$ cat src/rtl/dispense_unit_pkg.sv
// +-----------------------------------------------------------------+
// | dispense_unit_pkg : state encoding and default timing constants  |
// | Revision: 1.0                                                     |
// +-----------------------------------------------------------------+
`default_nettype none

package dispense_unit_pkg;

  localparam int unsigned CUP_CYCLES_DEF  = 50;
  localparam int unsigned POUR_CYCLES_DEF = 200;

  typedef enum logic [2:0] {
    ST_IDLE      = 3'd0,
    ST_DROP      = 3'd1,
    ST_CUP_HOLD  = 3'd2,
    ST_POUR      = 3'd3,
    ST_POUR_DONE = 3'd4,
    ST_FAULT     = 3'd5
  } state_t;

endpackage

`default_nettype wire

$ cat src/rtl/dispense_timer.sv
// +-----------------------------------------------------------------+
// | dispense_timer : 16-bit loadable down-counter with done flag     |
// | Revision: 1.0                                                     |
// +-----------------------------------------------------------------+
`default_nettype none

module dispense_timer (
  input  logic        clk_i,
  input  logic        rst_ni,
  input  logic        load_i,
  input  logic [15:0] load_val_i,
  input  logic        dec_i,
  output logic        done_o
);

  logic [15:0] count_q;
  logic [15:0] count_d;

  always_comb begin
    count_d = count_q;
    if (load_i) begin
      count_d = load_val_i;
    end else if (dec_i && (count_q != 16'd0)) begin
      count_d = count_q - 16'd1;
    end
  end

  always_ff @(posedge clk_i or negedge rst_ni) begin
    if (!rst_ni) begin
      count_q <= 16'd0;
    end else begin
      count_q <= count_d;
    end
  end

  assign done_o = (count_q == 16'd0);

endmodule

`default_nettype wire

$ cat src/rtl/dispense_unit.sv
// +-----------------------------------------------------------------+
// | dispense_unit : cup-drop / coffee-pour sequencer with fault latch |
// | Revision: 1.0                                                     |
// +-----------------------------------------------------------------+
`default_nettype none

module dispense_unit
  import dispense_unit_pkg::*;
#(
  parameter int unsigned CUP_CYCLES  = CUP_CYCLES_DEF,
  parameter int unsigned POUR_CYCLES = POUR_CYCLES_DEF
) (
  input  logic       Clock,
  input  logic       RSTN_n,
  input  logic       place_cup,
  input  logic       release_cof,
  input  logic       cup_sense,
  output logic       cup_rdy,
  output logic       cof_rdy,
  output logic       cup_motor,
  output logic       valve_open,
  output logic       busy,
  output logic       fault,
  output logic [7:0] cups_served
);

  // Timer holds N-1 on entry so a phase lasts exactly N cycles.
  localparam logic [15:0] C_CUP_LOAD  = 16'(CUP_CYCLES - 1);
  localparam logic [15:0] C_POUR_LOAD = 16'(POUR_CYCLES - 1);

  state_t      state_q, state_d;
  logic [7:0]  served_q, served_d;
  logic        tmr_load, tmr_dec, tmr_done;
  logic [15:0] tmr_val;

  logic cup_rdy_q, cof_rdy_q, motor_q, valve_q, busy_q, fault_q;
  logic cup_rdy_d, cof_rdy_d, motor_d, valve_d, busy_d, fault_d;

  dispense_timer u_timer (
    .clk_i      (Clock),
    .rst_ni     (RSTN_n),
    .load_i     (tmr_load),
    .load_val_i (tmr_val),
    .dec_i      (tmr_dec),
    .done_o     (tmr_done)
  );

  always_ff @(posedge Clock or negedge RSTN_n) begin
    if (!RSTN_n) begin
      state_q   <= ST_IDLE;
      served_q  <= 8'd0;
      cup_rdy_q <= 1'b0;
      cof_rdy_q <= 1'b0;
      motor_q   <= 1'b0;
      valve_q   <= 1'b0;
      busy_q    <= 1'b0;
      fault_q   <= 1'b0;
    end else begin
      state_q   <= state_d;
      served_q  <= served_d;
      cup_rdy_q <= cup_rdy_d;
      cof_rdy_q <= cof_rdy_d;
      motor_q   <= motor_d;
      valve_q   <= valve_d;
      busy_q    <= busy_d;
      fault_q   <= fault_d;
    end
  end

  // A missing cup in CUP_HOLD wins over a pour request: never pour onto nothing.
  always_comb begin
    state_d  = state_q;
    served_d = served_q;
    tmr_load = 1'b0;
    tmr_val  = 16'd0;
    tmr_dec  = 1'b0;
    case (state_q)
      ST_IDLE: begin
        if (place_cup) begin
          state_d  = ST_DROP;
          tmr_load = 1'b1;
          tmr_val  = C_CUP_LOAD;
        end
      end
      ST_DROP: begin
        if (!place_cup) begin
          state_d = ST_IDLE;
        end else if (tmr_done) begin
          state_d = cup_sense ? ST_CUP_HOLD : ST_FAULT;
        end else begin
          tmr_dec = 1'b1;
        end
      end
      ST_CUP_HOLD: begin
        if (!cup_sense) begin
          state_d = ST_IDLE;
        end else if (release_cof) begin
          state_d  = ST_POUR;
          tmr_load = 1'b1;
          tmr_val  = C_POUR_LOAD;
        end else if (!place_cup) begin
          state_d = ST_IDLE;
        end
      end
      ST_POUR: begin
        if (tmr_done) begin
          state_d  = ST_POUR_DONE;
          served_d = served_q + 8'd1;
        end else begin
          tmr_dec = 1'b1;
        end
      end
      ST_POUR_DONE: begin
        if (!release_cof) begin
          state_d = ST_IDLE;
        end
      end
      ST_FAULT: begin
        state_d = ST_FAULT;
      end
      default: begin
        state_d = ST_IDLE;
      end
    endcase
  end

  // Outputs are decoded from the next state and registered with it.
  always_comb begin
    cup_rdy_d = (state_d == ST_CUP_HOLD);
    cof_rdy_d = (state_d == ST_POUR_DONE);
    motor_d   = (state_d == ST_DROP);
    valve_d   = (state_d == ST_POUR);
    busy_d    = (state_d != ST_IDLE) && (state_d != ST_FAULT);
    fault_d   = (state_d == ST_FAULT);
  end

  assign cup_rdy     = cup_rdy_q;
  assign cof_rdy     = cof_rdy_q;
  assign cup_motor   = motor_q;
  assign valve_open  = valve_q;
  assign busy        = busy_q;
  assign fault       = fault_q;
  assign cups_served = served_q;

endmodule

`default_nettype wire
$ cat config.mk
export PLATFORM = sky130hd
export DESIGN_NAME = dispense_unit
export DESIGN_NICKNAME = d
export VERILOG_FILES = /design/src/rtl/dispense_unit_pkg.sv /design/src/rtl/dispense_timer.sv /design/src/rtl/dispense_unit.sv
export SDC_FILE = /design/constraint.sdc
export NUM_CORES = 1
export LEC_CHECK = 0
export ABC_AREA = 1
export CELL_PAD_IN_SITES_DETAIL_PLACEMENT = 1
export CELL_PAD_IN_SITES_GLOBAL_PLACEMENT = 1
export CORE_UTILIZATION = 45
export DETAILED_ROUTE_END_ITERATION = 16
export DONT_BUFFER_PORTS = 1
export GPL_ROUTABILITY_DRIVEN = 0
export GPL_TIMING_DRIVEN = 0
export PLACE_DENSITY = 0.86
export SYNTH_ARGS = -nofsm -noshare
export SYNTH_HDL_FRONTEND = slang
export SYNTH_SLANG_ARGS = --single-unit
export TNS_END_PERCENT = 30
$ cat constraint.sdc
create_clock -name Clock -period 2.1 [get_ports Clock]
set_input_delay 0.21 -clock Clock [delete_from_list [all_inputs] [get_ports Clock]]
set_output_delay 0.21 -clock Clock [all_outputs]
set_load 0.01 [all_outputs]
==> impl_metrics.ini <==
[status]
status = finished clean

[cells_and_area]
drive_above_1_share_pct = 20.5
fin_nets = 265
diodes = 0
fin_area_um2 = 2260
areaGrowthSynthToFinish_pct = 10.3
final_cell_mix = nand2_1 (67), dfrtp_1 (33), nor2_1 (30)
layout_commonest_cell = nand2_1

[critical_path]
start_kind = register
r2r-end = busy$_DFF_PN0_
crit_end = busy$_DFF_PN0_
reg2reg_slack_ns = 0.29
critPathMaxStageDelay_ns = 0.38
cp.arrival_ns = 1.99
required_ns = 2.28
critPathKind = register to register
startpoint = u_timer.count_q[0]$_DFFE_PN0P_
slowest_stage = dfrtp_1
cp_max_fo = 5
worstSetupEndpointType = register
cp_cell_sequence = inv_1 -> ha_1 -> nand2_4 -> nor2_8 -> nand3_2 -> nand2_2 -> inv_1 -> nor2_1 -> nand2_1 -> nand2_1 -> nand2_1
crit_path_frequent_cell = nand2_1
reg2reg_from = u_timer.count_q[0]$_DFFE_PN0P_
reg2reg_depth = 11

[logic_synthesis]
synth_compound_area_share_pct = 5.20
ys_types = 28
synth-seq-cells = 33
syn_avg_cell_area_um2 = 8.22
synth_xor_xnor_area_share_pct = 5.57
netlist_instances = 249
synth_top_family_by_area = simple AND/OR/NAND/NOR gates
synth_mux_area_share_pct = 0
ys_seq_area_share_pct = 40.4
syn_nets = 256
synthAdderAreaFrac_pct = 1.22
synth_area_um2 = 2050
synth_warnings = 0
synthSimpleGateAreaFrac_pct = 41.3

[timing]
slew_headroom_pct = 78.9
fmax_ghz = 0.552
tns_ns = 0
hold_viol_final = 0
slew_violations = 0
fin_worst_skew_ns = 0.00519
tightest_slew_ns = 0.313
grt_setup_unrepaired = no
min_period_ns = 1.81
fin_crit_sh_pct = 86.2
fin_ws_ns = 0.289
hold_ws_ns = 0.133
finalSetupViolations = 0

[grt]
antenna_found_initial = 0
grt_overflow = 0
grt_max_degree = 34
grtUsageTotal_pct = 20.6
grt_pass1_vias = 1673
grt_pass1_wl_mm = 7.90

[floorplan]
die_w_um = 69.4
start_util_pct = 47.0
die_h_um = 69.4
rows = 24
ios = 19
core_area_um2 = 4350
dieArea_um2 = 4820

[detailed_routing]
detail-route-antenna-nets = 0
drc = 0
dr.pass1.iters = 4
wl_per_cell_um = 14.6
drt-vias-per-instance = 5.20
wl_mm = 4.54
vias = 1618
drt_iter0_drc = 63

[placement]
place_ws_ns = 0.304
dp_hpwl_mm = 3.39
port_buffers = 0
placed_cell_area_um2 = 2110

[pwr]
p_per_area_nw_per_um2 = 1360
leakage_nw = 1.17
vdd_ir_drop_max_mv = 0.813

[min_path]
hold_path_class = input pin to register
holdCritStartpoint = place_cup

[clock_network]
worstSkewPairLatency_ns = 0.28
cts.htree.levels = 2
cts_tree = yes
cts_sinks = 33
ctsLongestPathBuffers = 2
numCtsBuffers = 5
root_buffer = clkbuf_8
clkTransAtPathRegs_ns = 0.07

[flow_run]
cap_violations = 0
what timing repair did:
action,4_1_cts,5_1_grt
endpoints found under the setup margin,0,0
gates resized for setup,0,0
buffers inserted,0,0
hold buffers,2,0
endpoints found under the hold margin,33,0
worst max-delay path: cells and delay by family, from the launching register on:
kind / cells / cell delay [ns]
fa+ha+maj: 1 / 0.26
flops: 1 / 0.38
buf+inv: 2 / 0.17
simple gates: 8 / 0.89
flip-flops by register name (all words and copies together), names as in the netlist:
name and cells:
u_timer.count_q 16, busy 1, cup_rdy 1, cof_rdy 1, state_q 3, valve_open 1, cup_motor 1, cups_served 8
fault 1
layer usage:
layer	track usage (%)	routed length [µm]
met2	34.1	2180
met5	0	0
met4	6.12	69
met3	4.07	164
met1	27.3	2120
where the power goes:
part,internal [W],total (W),switching [W]
sequential,0.000798,0.000977,0.000179
combinational,0.000502,0.00148,0.000976
clock,0.000387,0.000623,0.000236
total,0.00169,0.00308,0.00139
cells by family after synthesis:
logic type	Yosys count
AO/OA/AOI/OAI	17
XOR/XNOR	13
adder cells (fa/ha/maj)	2
buffers and inverters	32
flip-flops	33
AND/OR/NAND/NOR	152
final cells by class:
cell class / count / area [µm²]
buffer: 1 / 11.3
fill: 537 / 2100
tap: 52 / 65.1
sequential: 33 / 826
multi-input combinational: 184 / 1090
inverter: 31 / 119
timing repair buffer: 2 / 30.0
clock buffer: 7 / 86.3
clock inverter: 1 / 30.0
cell usage after synthesis:
library cell   n  area share, %
nand2_1       67             12
dfrtp_1       33             40
nor2_1        30            5.5
inv_1         23            4.2
nand3_1       10            2.4
nor3_1         9            2.2
xor2_1         9            3.9
inv_2          7            1.3
nand2_2        7            2.1
nand2_4        7            3.9
nor2_2         7            2.1
o21ai_0        7            1.7
o21ai_1        7            1.7
xnor2_1        4            1.7
nor2_8         3            2.9
ha_1           2            1.2
nand3_2        2           0.98
nand3_4        2            1.7
nand4_2        2            1.2
nor2_4         2            1.1
o211ai_1       2           0.73
a31oi_4        1            1.0
buf_6          1           0.55
inv_4          1           0.31
nand2_8        1           0.98
nand3b_4       1           0.98
nand4_1        1           0.31
nor3_2         1           0.49
how the worst min path moves through the flow:
stage	slack (ns)	depth (start not counted)	end
after floorplan	-0.09	0	busy$_DFF_PN0_
after global placement	-0.08	0	u_timer.count_q[9]$_DFFE_PN0P_
after detailed placement	-0.08	0	u_timer.count_q[9]$_DFFE_PN0P_
after CTS	0.12	2	u_timer.count_q[5]$_DFFE_PN0P_
after global routing	0.17	2	u_timer.count_q[5]$_DFFE_PN0P_
final	0.13	2	u_timer.count_q[5]$_DFFE_PN0P_
stage by stage:
stage	power, W	cells	util, %
after floorplan	0.00215	249	-
after global placement	0.00238	301	48.5
after detailed placement	0.00244	301	48.5
after CTS	0.00311	311	51.8
after global routing	0.00331	311	51.8
final	0.00308	311	51.8
No activity file was read; power rests on OpenSTA's default activity.
